File: config.mk
export PLATFORM = sky130hd
export DESIGN_NAME = sdp_y_core_triosy_wait_array_flat
export DESIGN_NICKNAME = d
export VERILOG_FILES = /design/src/rtl/sdp_y_core_triosy_pkg.sv /design/src/rtl/sdp_y_core_triosy_wait_array_if.sv /design/src/rtl/sdp_y_core_triosy_wait_ch.sv /design/src/rtl/sdp_y_core_triosy_wait_array.sv /design/src/flat_wrapper.sv
export SDC_FILE = /design/constraint.sdc
export NUM_CORES = 1
export LEC_CHECK = 0
export BUFFER_PORTS_ARGS = -buffer_cell sky130_fd_sc_hd__buf_2
export CAP_MARGIN = 20
export CORE_MARGIN = 4
export CORE_UTILIZATION = 45
export CTS_BUF_LIST = sky130_fd_sc_hd__clkbuf_4
export DETAILED_ROUTE_END_ITERATION = 10
export GPL_TIMING_DRIVEN = 0
export HOLD_SLACK_MARGIN = 0.12
export PLACE_DENSITY = 0.73
export SYNTH_ARGS = -nofsm -noshare
export SYNTH_HDL_FRONTEND = slang
export SYNTH_SLANG_ARGS = --single-unit
export TNS_END_PERCENT = 30
File: constraint.sdc
create_clock -name nvdla_core_clk -period 4.85 [get_ports nvdla_core_clk]
set_clock_uncertainty 0.2 [all_clocks]
set_input_delay 0.485 -clock nvdla_core_clk [delete_from_list [all_inputs] [get_ports nvdla_core_clk]]
set_output_delay 0.485 -clock nvdla_core_clk [all_outputs]
set_load 0.02 [all_outputs]
File: src/rtl/sdp_y_core_triosy_pkg.sv
// Shared constants and helpers for the triosy wait array.
package sdp_y_core_triosy_pkg;
   localparam int DEF_NUM_CH = 4;
   localparam int DEF_DATA_W = 8;
   localparam int DEF_CNT_W  = 6;

   // Saturation value of a cnt_w-bit wait counter (cnt_w < 32).
   function automatic logic [31:0] cnt_sat_val(input int cnt_w);
      return (32'd1 << cnt_w) - 32'd1;
   endfunction
endpackage

File: src/rtl/sdp_y_core_triosy_wait_array_if.sv
// Bundle of per-channel strobes, payloads and status for the wait array.
interface sdp_y_core_triosy_wait_array_if
   import sdp_y_core_triosy_pkg::*;
#(
   parameter int NUM_CH = DEF_NUM_CH,
   parameter int DATA_W = DEF_DATA_W,
   parameter int CNT_W  = DEF_CNT_W
);
   logic [NUM_CH-1:0]             obj_biwt;
   logic [NUM_CH-1:0]             obj_bdwt;
   logic [NUM_CH-1:0][DATA_W-1:0] obj_din;
   logic [NUM_CH-1:0]             err_clr;
   logic [NUM_CH-1:0]             obj_bawt;
   logic [NUM_CH-1:0][DATA_W-1:0] obj_dout;
   logic [NUM_CH-1:0][CNT_W-1:0]  wait_cnt;
   logic [NUM_CH-1:0]             ovr_err;
   logic                          all_bawt;
   logic                          any_err;

   modport master (
      output obj_biwt, obj_bdwt, obj_din, err_clr,
      input  obj_bawt, obj_dout, wait_cnt, ovr_err, all_bawt, any_err
   );
   modport slave (
      input  obj_biwt, obj_bdwt, obj_din, err_clr,
      output obj_bawt, obj_dout, wait_cnt, ovr_err, all_bawt, any_err
   );
endinterface

File: src/rtl/sdp_y_core_triosy_wait_ch.sv
// One triosy wait channel: bypass-or-hold payload, held-cycle counter, sticky overrun.
module sdp_y_core_triosy_wait_ch
   import sdp_y_core_triosy_pkg::*;
#(
   parameter int DATA_W = DEF_DATA_W,
   parameter int CNT_W  = DEF_CNT_W
) (
   input  logic              nvdla_core_clk,
   input  logic              nvdla_core_rst,
   input  logic              obj_biwt,
   input  logic              obj_bdwt,
   input  logic [DATA_W-1:0] obj_din,
   input  logic              err_clr,
   output logic              obj_bawt,
   output logic [DATA_W-1:0] obj_dout,
   output logic [CNT_W-1:0]  wait_cnt,
   output logic              ovr_err
);
   localparam logic [CNT_W-1:0] CNT_MAX = CNT_W'(cnt_sat_val(CNT_W));

   logic              bcwt;
   logic              bcwt_nxt;
   logic              ovr_set;
   logic [DATA_W-1:0] hold_q;

   assign obj_bawt = obj_biwt | bcwt;
   assign obj_dout = bcwt ? hold_q : obj_din;
   assign bcwt_nxt = obj_bawt & ~obj_bdwt;
   assign ovr_set  = obj_biwt & bcwt & ~obj_bdwt;

   // wait_cnt tracks bcwt_nxt so it reads 1 on the first held cycle and
   // drops to 0 together with bcwt on release.
   always_ff @(posedge nvdla_core_clk or posedge nvdla_core_rst) begin
      if (nvdla_core_rst) begin
         bcwt     <= 1'b0;
         hold_q   <= '0;
         wait_cnt <= '0;
         ovr_err  <= 1'b0;
      end else begin
         bcwt <= bcwt_nxt;
         if (obj_biwt && !bcwt)
            hold_q <= obj_din;
         if (!bcwt_nxt)
            wait_cnt <= '0;
         else if (wait_cnt != CNT_MAX)
            wait_cnt <= wait_cnt + 1'b1;
         ovr_err <= ovr_set | (ovr_err & ~err_clr);
      end
   end
endmodule

File: src/rtl/sdp_y_core_triosy_wait_array.sv
// Array of independent triosy wait channels plus all-available / any-error reductions.
module sdp_y_core_triosy_wait_array
   import sdp_y_core_triosy_pkg::*;
#(
   parameter int NUM_CH = DEF_NUM_CH,
   parameter int DATA_W = DEF_DATA_W,
   parameter int CNT_W  = DEF_CNT_W
) (
   input  logic                              nvdla_core_clk,
   input  logic                              nvdla_core_rst,
   sdp_y_core_triosy_wait_array_if.slave     bus
);
   for (genvar gi = 0; gi < NUM_CH; gi++) begin : g_ch
      sdp_y_core_triosy_wait_ch #(
         .DATA_W (DATA_W),
         .CNT_W  (CNT_W)
      ) u_ch (
         .nvdla_core_clk (nvdla_core_clk),
         .nvdla_core_rst (nvdla_core_rst),
         .obj_biwt       (bus.obj_biwt[gi]),
         .obj_bdwt       (bus.obj_bdwt[gi]),
         .obj_din        (bus.obj_din[gi]),
         .err_clr        (bus.err_clr[gi]),
         .obj_bawt       (bus.obj_bawt[gi]),
         .obj_dout       (bus.obj_dout[gi]),
         .wait_cnt       (bus.wait_cnt[gi]),
         .ovr_err        (bus.ovr_err[gi])
      );
   end

   assign bus.all_bawt = &bus.obj_bawt;
   assign bus.any_err  = |bus.ovr_err;
endmodule

File: src/flat_wrapper.sv
// flat-port wrapper written by rule: the top's interface ports become plain ports
module sdp_y_core_triosy_wait_array_flat import sdp_y_core_triosy_pkg::*;
#(
   parameter int NUM_CH = DEF_NUM_CH,
   parameter int DATA_W = DEF_DATA_W,
   parameter int CNT_W  = DEF_CNT_W
)
  (nvdla_core_clk, nvdla_core_rst, bus_obj_biwt, bus_obj_bdwt, bus_obj_din, bus_err_clr, bus_obj_bawt, bus_obj_dout, bus_wait_cnt, bus_ovr_err, bus_all_bawt, bus_any_err);
  sdp_y_core_triosy_wait_array_if #(.NUM_CH(NUM_CH), .DATA_W(DATA_W), .CNT_W(CNT_W)) bus_i ();
  input  logic nvdla_core_clk;
  input  logic nvdla_core_rst;
  input wire logic [$bits(bus_i.obj_biwt)-1:0] bus_obj_biwt;
  input wire logic [$bits(bus_i.obj_bdwt)-1:0] bus_obj_bdwt;
  input wire logic [$bits(bus_i.obj_din)-1:0] bus_obj_din;
  input wire logic [$bits(bus_i.err_clr)-1:0] bus_err_clr;
  output wire logic [$bits(bus_i.obj_bawt)-1:0] bus_obj_bawt;
  output wire logic [$bits(bus_i.obj_dout)-1:0] bus_obj_dout;
  output wire logic [$bits(bus_i.wait_cnt)-1:0] bus_wait_cnt;
  output wire logic [$bits(bus_i.ovr_err)-1:0] bus_ovr_err;
  output wire logic [$bits(bus_i.all_bawt)-1:0] bus_all_bawt;
  output wire logic [$bits(bus_i.any_err)-1:0] bus_any_err;
  assign bus_i.obj_biwt = bus_obj_biwt;
  assign bus_i.obj_bdwt = bus_obj_bdwt;
  assign bus_i.obj_din = bus_obj_din;
  assign bus_i.err_clr = bus_err_clr;
  assign bus_obj_bawt = bus_i.obj_bawt;
  assign bus_obj_dout = bus_i.obj_dout;
  assign bus_wait_cnt = bus_i.wait_cnt;
  assign bus_ovr_err = bus_i.ovr_err;
  assign bus_all_bawt = bus_i.all_bawt;
  assign bus_any_err = bus_i.any_err;
  sdp_y_core_triosy_wait_array #(.NUM_CH(NUM_CH), .DATA_W(DATA_W), .CNT_W(CNT_W)) u_core (.nvdla_core_clk(nvdla_core_clk), .nvdla_core_rst(nvdla_core_rst), .bus(bus_i));
endmodule
==> reports/qor.csv, run 1 <==
metric;value;unit
place_ws;2.90;ns
viasPerCell;5.07;
clockBufferDepth;2;
final_antenna_net_count;0;
yosysMostFrequentCell;dfrtp_1;
critPathRequiredTime;4.16;ns
combPwrFrac;25.2;%
maxCapViolations;0;
drive_gt1_share;45.1;%
cts_buffers;9;
port_buffers;111;
timing.hold.ws;0.156;ns
ys.flop_type;dfrtp_1;
synth_cell_types;34;
hold_class;in -> reg;
drc;0;
min_to;u_core.g_ch[2].u_ch.hold_q[1]$_DFFE_PP0P_;
pwr-share-seq;51.7;%
place.gp.congestion;0.801;
drv_slew;0;
rr_worst_depth;3;
syn_nets;338;
die_x;92.1;um
reg2reg_to;u_core.g_ch[2].u_ch.wait_cnt[5]$_DFFE_PP0P_;
vias;2778;
seq_area_frac_synth;50.3;%
rsz0062_at_grt;no;
busiest_layer;met2;
synthTopCellsByArea;dfrtp_1 (50%), mux2_2 (20%), nand2_1 (4.1%), buf_4 (2.6%), nor3_1 (2.2%);
grt_max_degree;36;
nets;500;
r2r_slack;3.15;ns
synth-edff-count;0;
fp.dieArea;8490;um^2
peakVddDrop;0.156;mV
gr-total-overflow;0;
p_sw;0.356;mW
whs_path_depth;2;
synth_commonest_cells;dfrtp_1 (64), mux2_2 (56), nand2_1 (35);
htreeDepth;3;
die_y;92.1;um
tritoncts;done;
hold_viol_final;0;
worstPathArrival;1.58;ns
cp-start-kind;input pin;
avgSynthCellArea;11.1;um^2
maxSlewHeadroom;55.4;%
period_minus_slack;2.27;ns
io_pins;112;
p_sw_share;30.2;%
synth_top_cell_by_area;dfrtp_1;
intPower;0.824;mW
met1_usage;22.1;%
ctsResizeCount;0;
root_buffer;clkbuf_4;
placed_area;3880;um^2
worstMarginPinSlew;0.668;ns
wl_per_cell;15.1;um
coreArea;6830;um^2
use_met3;4.59;%
start_util;46.6;%
pwr-share-clk;23.1;%
synth_area;3180;um^2
grt_pass1_wl;13.4;mm
hpwl;5.77;mm
synth_top_area_share;50.3;%
async_reset_ff_share;100;%
grt_use_met2;35.8;%
powerDensity;271;nW/um^2
first_global_vias;2895;
cts_num_sinks;64;
design_area;4360;um^2
hp-start;bus_obj_din[17];
status;finished clean;
ys_ff_latch;64;
cp-end-kind;primary output;
crit_fanout;2;
clock.fmax;441;MHz
clk_latency;0.39;ns
fin_ws;2.58;ns
synth_cells;288;
cts.clk_slew.worst_paths;0.09;ns
grt_usage;19.8;%
fin_crit_sh;46.8;%
setup_viol;0;
wirelength;8.25;mm
setup-tns-final;0;ns
synth_warnings;0;
r2r-start;u_core.g_ch[2].u_ch.wait_cnt[0]$_DFFE_PP0P_;
drt_iter0_markers;91;
total_leakage_power;2.15;nW
antenna_found_initial;0;
drt_first_pass_iters;4;
diodes;0;
critPathKind;in -> out;
total_power;1.18;mW
syn_to_final_growth;36.9;%
num_rows;30;
-- worst max path at each step --
stage	slack, ns	from	cells past startpoint	to
2_1_floorplan	2.57	nvdla_core_rst	1	u_core.g_ch[0].u_ch.bcwt$_DFF_PP0_
3_3_place_gp	1.73	nvdla_core_rst	2	u_core.g_ch[0].u_ch.wait_cnt[0]$_DFFE_PP0P_
3_5_place_dp	2.90	bus_obj_biwt[1]	4	bus_all_bawt
4_1_cts	2.59	bus_obj_din[11]	4	bus_obj_dout[11]
5_1_grt	2.56	bus_obj_din[12]	4	bus_obj_dout[12]
6_report	2.58	bus_obj_din[14]	4	bus_obj_dout[14]
-- cell usage in the layout, fill, tap and decap left out, types with 3 or more instances in the layout --
master | synthesis | final
and2_1 | 4 | 4
a21oi_1 | 5 | 5
dfrtp_1 | 64 | 64
buf_4 | 11 | 11
or2_2 | 5 | 5
o21a_1 | 5 | 5
nor2b_1 | 4 | 4
nand2b_1 | 6 | 6
buf_2 | 5 | 116
dlygate4sd3_1 | 0 | 39
a31oi_1 | 9 | 9
nor3_1 | 14 | 14
inv_1 | 12 | 11
mux2_2 | 56 | 56
nand3_1 | 10 | 10
clkbuf_4 | 0 | 10
and3_1 | 4 | 4
nand2_1 | 35 | 35
o22ai_1 | 4 | 4
o211ai_1 | 3 | 3
o21ai_0 | 10 | 10
ha_1 | 4 | 4
and4_1 | 3 | 3
-- state kept, by name, indices dropped and copies added, names as in the netlist --
name and cells:
u_core.g_ch.u_ch.ovr_err 4, u_core.g_ch.u_ch.bcwt 4, u_core.g_ch.u_ch.hold_q 32, u_core.g_ch.u_ch.wait_cnt 24
-- critical path, cell delays in order --
cell	delay [ns]
dlygate4sd3_1	0.54
buf_2	0.14
mux2_2	0.26
buf_2	0.16
-- stage by stage --
| stage | std cells | utilization, % |
|---|---|---|
| 2_1_floorplan | 288 | - |
| 5_1_grt | 548 | 63.8 |
| 3_3_place_gp | 495 | 56.5 |
| 6_report | 548 | 63.8 |
| 4_1_cts | 546 | 63.5 |
| 3_5_place_dp | 496 | 56.8 |
-- power groups by stage --
stage | combinational [mW] | sequential [mW] | clock (mW)
floorplan | 0.178 | 0.617 | 0
global placement | 0.263 | 0.615 | 0
detailed placement | 0.271 | 0.620 | 0
CTS | 0.296 | 0.609 | 0.284
global route | 0.322 | 0.616 | 0.310
finish | 0.297 | 0.610 | 0.273
-- routing by layer --
layer | up-vias | share of wire [%]
li1 | 1345 | -
met1 | 1338 | 40
met2 | 75 | 53
met3 | 20 | 4.4
met4 | 0 | 2.7
met5 | - | 0
-- final cells by class --
| class | instances | area, um^2 |
|---|---|---|
| buffer | 17 | 111 |
| clock buffer | 10 | 75.1 |
| timing repair buffer | 151 | 966 |
| fill | 596 | 2470 |
| multi-input combinational | 195 | 1430 |
| sequential | 64 | 1600 |
| inverter | 12 | 45.0 |
| clock inverter | 3 | 12.5 |
| tap | 96 | 120 |
-- repair_timing --
action                                 in CTS  in global routing
setup buffers                               0                  0
hold buffers                               37                  2
endpoints found under the hold margin      61                  2
-- cells by family (layout without fill, tap and decap cells) --
group / after synthesis / after routing / share of synthesized area, %
adder cells (fa/ha/maj): 4 / 4 / 1.57
buffers and inverters: 29 / 193 / 4.91
AND/OR/NAND/NOR: 94 / 94 / 15.3
flip-flops: 64 / 64 / 50.3
multiplexers: 56 / 56 / 19.8
AO/OA/AOI/OAI: 41 / 41 / 8.09
Note: power is estimated with default switching activity, not from simulation.
==> run 2, diff against run 1 <==
--- a/config.mk
+++ b/config.mk
@@ -5,6 +5,7 @@
 export SDC_FILE = /design/constraint.sdc
 export NUM_CORES = 1
 export LEC_CHECK = 0
+export ABC_AREA = 1
 export BUFFER_PORTS_ARGS = -buffer_cell sky130_fd_sc_hd__buf_2
 export CAP_MARGIN = 20
 export CORE_MARGIN = 4
@@ -13,7 +14,7 @@
 export DETAILED_ROUTE_END_ITERATION = 10
 export GPL_TIMING_DRIVEN = 0
 export HOLD_SLACK_MARGIN = 0.12
-export PLACE_DENSITY = 0.73
+export PLACE_DENSITY = 0.75
 export SYNTH_ARGS = -nofsm -noshare
 export SYNTH_HDL_FRONTEND = slang
 export SYNTH_SLANG_ARGS = --single-unit
==> constraint.sdc (replaced) <==
create_clock -name nvdla_core_clk -period 1.91 [get_ports nvdla_core_clk]
set_clock_uncertainty 0.2 [all_clocks]
set_input_delay 0.191 -clock nvdla_core_clk [delete_from_list [all_inputs] [get_ports nvdla_core_clk]]
set_output_delay 0.191 -clock nvdla_core_clk [all_outputs]
set_load 0.02 [all_outputs]
==> reports/qor.csv, run 2 <==
metric;value;unit;change
hold_viol_final;0;;unchanged
hold_class;in -> async;;
rsz0062_at_grt;yes;;
fillers;551;;-7.6%
tritoncts;done;;
fin_crit_sh;98.7;%;
synth_area;3350;um^2;+5.3%
layout_common_cells;nand2_1 (124), buf_2 (105), dlygate4sd3_1 (79), dfrtp_1 (64), inv_1 (52);;
first_global_vias;3369;;+16%
wl_per_cell;12.8;um;-15%
clk_latency;0.40;ns;about the same
synth_top_cell_by_area;dfrtp_1;;
seq_area;1600;um^2;unchanged
critPathKind;reg -> out;;
powerDensity;663;nW/um^2;+140%
status;finished clean;;
vias;3462;;+25%
port_buffers;111;;unchanged
drive_gt1_share;28.3;%;-17 points
maxCapViolations;0;;unchanged
seq_area_frac_synth;47.8;%;-2.5 points
die_x;94.3;um;+2.4%
intPower;2.32;mW;+180%
total_leakage_power;2.69;nW;+25%
final_core_util;69.6;%;+5.8 points
multi_input_area;1390;um^2;-2.3%
pwr-share-seq;46.1;%;-5.6 points
final_common_cell;nand2_1;;
synth_warnings;0;;unchanged
nets;674;;+35%
ys_ff_latch;64;;unchanged
cp-end-kind;primary output;;
place.gp.congestion;0.806;;+0.71%
drv_slew;0;;unchanged
synth_cells;420;;+46%
placed_area;4060;um^2;+4.5%
syn_nets;470;;+39%
num_rows;31;;+3.3%
synth_cell_types;27;;-21%
io_pins;112;;unchanged
maxSlewHeadroom;58.7;%;+3.3 points
wirelength;9.35;mm;+13%
grt_max_degree;39;;+8.3%
clock.fmax;530;MHz;
combPwrFrac;27.5;%;+2.3 points
largest_reg_flops;32;;unchanged
clockBufferDepth;2;;unchanged
worstPathArrival;1.49;ns;-0.09 ns
r2r-start;u_core.g_ch[2].u_ch.bcwt$_DFF_PP0_;;
synth_top_area_share;47.8;%;-2.5 points
viasPerCell;4.76;;-6.2%
die_y;94.3;um;+2.4%
fp.dieArea;8900;um^2;+4.8%
cp-startpoint;u_core.g_ch[2].u_ch.bcwt$_DFF_PP0_;;
regMostFlops;u_core.g_ch.u_ch.hold_q;;
hpwl;5.86;mm;+1.6%
cts_buffers;9;;unchanged
avgSynthCellArea;7.98;um^2;-28%
start_util;46.2;%;-0.38 points
drt_iter0_markers;121;;+33%
setup_viol;0;;unchanged
async_reset_ff_share;100;%;unchanged
synth_commonest_cells;nand2_1 (124), dfrtp_1 (64), inv_1 (53);;
drc;0;;unchanged
period_minus_slack;1.89;ns;
critPathRequiredTime;1.52;ns;-2.64 ns
root_buffer;clkbuf_4;;
cts.clk_slew.worst_paths;0.11;ns;+0.02 ns
gr-total-overflow;0;;unchanged
worstMarginPinSlew;0.619;ns;-0.0495 ns
drt_first_pass_iters;4;;unchanged
cts_num_sinks;64;;unchanged
design_area;5050;um^2;+16%
diodes;0;;unchanged
syn_to_final_growth;50.5;%;
grt_usage;21.7;%;+1.9 points
ys.flop_type;dfrtp_1;;
p_sw_share;30.6;%;+0.42 points
synthTopCellsByArea;dfrtp_1 (48%), nand2_1 (14%), inv_1 (5.9%), o21ai_0 (5.1%), o21ai_1 (5.1%);;
peakVddDrop;0.355;mV;+130%
p_sw;1.02;mW;+190%
crit_fanout;10;;+8
htreeDepth;3;;unchanged
final_antenna_net_count;0;;unchanged
yosysMostFrequentCell;nand2_1;;
antenna_found_initial;0;;unchanged
pwr-share-clk;26.4;%;+3.3 points
cp-start-kind;flop;;
grt_pass1_wl;15.3;mm;+14%
top_regs;u_core.g_ch.u_ch.hold_q (32), u_core.g_ch.u_ch.wait_cnt (24);;
synth-edff-count;0;;unchanged
coreArea;7250;um^2;+6.2%
[run 2: changes by cell type in the layout (fill, tap and decap cells not counted), sizes merged, moves of 5 or more]
cell,before,now
a31oi,9,0
and3,5,0
buf,128,133
dlygate4sd3,39,79
inv,12,58
mux2,56,0
nand2,36,129
nand2b,6,0
nand3,10,23
nor2,1,30
nor3,14,7
o21a,5,0
o21ai,10,68
[run 2: path summary, 6_finish.rpt]
check / to / slack, ns / depth (start not counted)
setup / recovery: bus_obj_bawt[2] / 0.02 / 5
hold / removal: u_core.g_ch[3].u_ch.wait_cnt[1]$_DFFE_PP0P_ / 0.21 / 3
setup reg to reg: u_core.g_ch[2].u_ch.hold_q[7]$_DFFE_PP0P_ / 0.06 / 7
hold reg to reg: u_core.g_ch[0].u_ch.hold_q[0]$_DFFE_PP0P_ / 0.31 / 2
max in group asynchronous: u_core.g_ch[2].u_ch.hold_q[7]$_DFFE_PP0P_ / 0.71 / 4
min in group nvdla_core_clk: u_core.g_ch[0].u_ch.hold_q[0]$_DFFE_PP0P_ / 0.31 / 2
[run 2: power by group through the flow]
stage | Clock, mW | Combinational [mW] | Sequential [mW]
4_1_cts | 0.918 | 0.878 | 1.54
5_1_grt | 0.983 | 1.00 | 1.55
3_5_place_dp | 0 | 0.679 | 1.56
3_3_place_gp | 0 | 0.660 | 1.56
6_report | 0.885 | 0.921 | 1.54
2_1_floorplan | 0 | 0.433 | 1.56
[run 2: cell type report]
class | instances | share of cell area, %
clock buffers | 11 | 1.64
repair buffers | 193 | 27.7
flip-flops and latches | 64 | 31.7
plain buffers | 20 | 3.50
inverters | 59 | 4.46
well taps | 99 | 2.45
multi-input cells | 277 | 27.6
clock inverters | 5 | 0.942
[run 2: cell families after synthesis]
| logic type | after synthesis | share of synthesized area (%) |
|---|---|---|
| simple gates | 196 | 27.6 |
| flops | 64 | 47.8 |
| compound gates | 77 | 11.9 |
| buf+inv | 79 | 11.2 |
| fa+ha+maj | 4 | 1.49 |
[run 2: layer usage]
| layer | vias up | track usage, % | routed length (um) |
|---|---|---|---|
| met5 | - | 0 | 0 |
| met1 | 1581 | 26.4 | 3840 |
| li1 | 1729 | - | - |
| met2 | 131 | 37.4 | 4710 |
| met4 | 0 | 9.87 | 204 |
| met3 | 21 | 4.01 | 591 |
[run 2: worst max-delay path, cell delays in order (launching register included)]
cell and delay (ns):
dfrtp_1 0.38, buf_4 0.17, nor2_4 0.19, inv_1 0.08
buf_4 0.13, buf_2 0.15
[run 2: metrics by stage]
step | std cells | hold slack, ns | TNS, ns | total power [mW] | setup WS [ns]
after floorplan | 420 | 0.0710 | 0 | 2.00 | 0.359
after detailed placement | 631 | 0.105 | 0 | 2.24 | 0.402
after CTS | 726 | 0.193 | -0.00736 | 3.33 | -0.00736
after global placement | 630 | 0.189 | 0 | 2.22 | 0.302
after global routing | 728 | 0.242 | -0.365 | 3.54 | -0.0948
final | 728 | 0.213 | 0 | 3.35 | 0.0242
[run 2: timing repair]
item / 4_1_cts / 5_1_grt
pin swaps: 2 / 1
setup buffers: 0 / 2
endpoints found under the hold margin: 128 / 0
hold buffers: 79 / 0
gates resized for setup: 3 / 21
setup endpoints to repair: 3 / 38
==> run 3, diff against run 2 <==
--- a/config.mk
+++ b/config.mk
@@ -17,5 +17,6 @@
 export PLACE_DENSITY = 0.75
 export SYNTH_ARGS = -nofsm -noshare
 export SYNTH_HDL_FRONTEND = slang
+export SYNTH_HIERARCHICAL = 1
 export SYNTH_SLANG_ARGS = --single-unit
 export TNS_END_PERCENT = 30
==> constraint.sdc (replaced) <==
create_clock -name nvdla_core_clk -period 1.91 [get_ports nvdla_core_clk]
set_clock_uncertainty 0.2 [all_clocks]
set_input_delay 0 -clock nvdla_core_clk [delete_from_list [all_inputs] [get_ports nvdla_core_clk]]
set_output_delay 0 -clock nvdla_core_clk [all_outputs]
set_load 0.02 [all_outputs]
==> reports/qor.csv, run 3 <==
metric;value;unit;change
status;finished, violations left;;
violations;setup timing;;
dr.max_layer_used;met4;;
synth_commonest_cells;nand2_1 (139), dfrtp_1 (64), o21ai_0 (64);;
p_sw_share;30.7;%;+0.096 points
clock.fmax;521;MHz;-1.7%
powerDensity;655;nW/um^2;-1.2%
htreeDepth;3;;unchanged
antenna_found_initial;0;;unchanged
hold_class;in -> reg;;
top_regs;u_core/g_ch.u_ch/hold_q (32), u_core/g_ch.u_ch/wait_cnt (24);;
clockBufferDepth;2;;unchanged
total_leakage_power;2.67;nW;-0.59%
grt_pass1_wl;15.8;mm;+3.8%
largest_reg_flops;32;;unchanged
synth_cells;434;;+3.3%
pwr-share-clk;26.3;%;about the same
critPathRequiredTime;1.98;ns;+0.46 ns
fin_ws;-0.00846;ns;-0.0327 ns
synth-edff-count;0;;unchanged
start_util;46.2;%;-0.064 points
maxCapViolations;0;;unchanged
die_x;94.0;um;-0.31%
syn_nets;484;;+3.0%
avgSynthCellArea;7.67;um^2;-3.9%
tritoncts;done;;
ys_ff_latch;64;;unchanged
viasPerCell;4.79;;+0.82%
dr_wl_met3;378;um;-36%
async_reset_ff_share;100;%;unchanged
final_core_util;69.0;%;-0.58 points
synth_area;3330;um^2;-0.67%
cp-start-kind;flop;;
first_global_vias;3524;;+4.6%
vias;3548;;+2.5%
layout_common_cells;nand2_1 (139), buf_2 (117), dlygate4sd3_1 (81), dfrtp_1 (64), inv_1 (60);;
synth_top_area_share;48.1;%;+0.32 points
setup_viol;1;;+1
placed_area;4010;um^2;-1.1%
synthTopCellsByArea;dfrtp_1 (48%), nand2_1 (16%), o21ai_0 (9.6%), inv_1 (6.8%), nand3_1 (4.8%);;
drive_gt1_share;26.2;%;-2.1 points
cts_num_sinks;64;;unchanged
hpwl;6.10;mm;+4.0%
critPathSlowestCell;dlygate4sd3_1;;
period_minus_slack;1.92;ns;+0.0327 ns
seq_area_frac_synth;48.1;%;+0.32 points
gr-total-overflow;0;;unchanged
maxSlewHeadroom;57.4;%;-1.2 points
drv_slew;0;;unchanged
worstPathArrival;1.99;ns;+0.50 ns
synth_cell_types;19;;-30%
ys.flop_type;dfrtp_1;;
critPathKind;reg -> reg;;
regMostFlops;u_core/g_ch.u_ch/hold_q;;
cts.clk_slew.worst_paths;0.11;ns;about the same
final_common_cell;nand2_1;;
final_antenna_net_count;0;;unchanged
coreArea;7210;um^2;-0.53%
slowest_delay;0.56;ns;+0.18 ns
wl_per_cell;12.9;um;+0.30%
wl_met2;5.05;mm;+7.2%
syn_to_final_growth;49.5;%;
num_rows;31;;unchanged
io_pins;112;;unchanged
met1Wirelength;3.96;mm;+3.1%
peakVddDrop;0.424;mV;+19%
grt_usage;22.4;%;+0.71 points
clk_latency;0.38;ns;-0.02 ns
synth_warnings;6;;+6
design_area;4980;um^2;-1.4%
fin_crit_sh;100;%;+1.7 points
die_y;94.0;um;-0.31%
drt_first_pass_iters;4;;unchanged
synth_top_cell_by_area;dfrtp_1;;
cts_buffers;9;;unchanged
yosysMostFrequentCell;nand2_1;;
root_buffer;clkbuf_4;;
grt_max_degree;17;;-56%
fp.dieArea;8840;um^2;-0.61%
rsz0062_at_grt;yes;;
p_sw;1.00;mW;-2.2%
wirelength;9.53;mm;+2.0%
combPwrFrac;26.5;%;-1.0 points
pwr-share-seq;47.3;%;+1.2 points
total_power;3.26;mW;-2.5%
place.gp.congestion;0.868;;+7.7%
port_buffers;111;;unchanged
drt_iter0_markers;125;;+3.3%
nets;687;;+1.9%
intPower;2.26;mW;-2.7%
drc;0;;unchanged
hold_viol_final;0;;unchanged
timing.hold.ws;0.195;ns;-0.0177 ns
cp-end-kind;flop;;
crit_fanout;10;;unchanged
r2r_slack;-0.008;ns;-0.07 ns
place_ws;0.468;ns;+0.0663 ns
path_cells;buf_6, inv_4, nand2_2, buf_2, nand2_1, o21ai_0, dlygate4sd3_1;;
diodes;0;;unchanged
worstMarginPinSlew;0.638;ns;+0.0189 ns
[run 3: power groups by stage]
stage	combinational [mW]	sequential, mW	clock [mW]
after floorplan	0.386	1.57	0
after detailed placement	0.635	1.57	0
final	0.863	1.54	0.857
after CTS	0.836	1.54	0.888
after global routing	0.948	1.56	0.949
after global placement	0.620	1.56	0
[run 3: layer usage]
layer / up-vias / track usage, %
met5: - / 0
met4: 0 / 7.94
met1: 1679 / 26.3
met2: 95 / 41.1
li1: 1762 / -
met3: 12 / 3.53
[run 3: kinds of logic after synthesis]
family	share of synthesized area, %
flops	48.1
simple gates	26.7
buf+inv	10.5
fa+ha+maj	1.50
compound gates	13.2
[run 3: final cells by class]
cell class | count | area, um^2
Fill cell | 613 | 2240
Clock buffer | 10 | 75.1
Multi-Input combinational cell | 290 | 1400
Tap cell | 99 | 124
Buffer | 12 | 97.6
Clock inverter | 5 | 48.8
Timing Repair Buffer | 192 | 1370
Sequential cell | 64 | 1600
Inverter | 68 | 265
[run 3: per-stage QoR]
stage	setup TNS [ns]	std cells
after global placement	0	644
final	-0.00846	740
after CTS	0	741
after detailed placement	0	644
after global routing	-0.807	740
after floorplan	0	434
[run 3: timing repair]
action	4_1_cts	5_1_grt
resized for setup	0	18
setup endpoints to repair	0	47
endpoints found under the hold margin	128	14
setup buffers	0	0
hold buffers	82	2
[run 3: final timing paths]
path / cells after the start / end / from
hold / removal: 3 / u_core/g_ch[3].u_ch/bcwt$_DFF_PP0_ / bus_obj_bdwt[3]
setup reg to reg: 7 / u_core/g_ch[1].u_ch/hold_q[1]$_DFFE_PP0P_ / u_core/g_ch[1].u_ch/bcwt$_DFF_PP0_
max in group asynchronous: 4 / u_core/g_ch[2].u_ch/wait_cnt[0]$_DFFE_PP0P_ / nvdla_core_rst
hold reg to reg: 2 / u_core/g_ch[2].u_ch/hold_q[6]$_DFFE_PP0P_ / u_core/g_ch[2].u_ch/hold_q[6]$_DFFE_PP0P_
setup / recovery: 7 / u_core/g_ch[1].u_ch/hold_q[1]$_DFFE_PP0P_ / u_core/g_ch[1].u_ch/bcwt$_DFF_PP0_
min in group asynchronous: 4 / u_core/g_ch[1].u_ch/hold_q[6]$_DFFE_PP0P_ / nvdla_core_rst
[run 3: critical path, delay by kind of cell, from the launching register on]
family                 cells  cell delay (ns)
buffers and inverters      4             0.97
DFF                        1             0.39
AOI/OAI and AO/OA          1             0.08
and+or+nand+nor            2             0.18
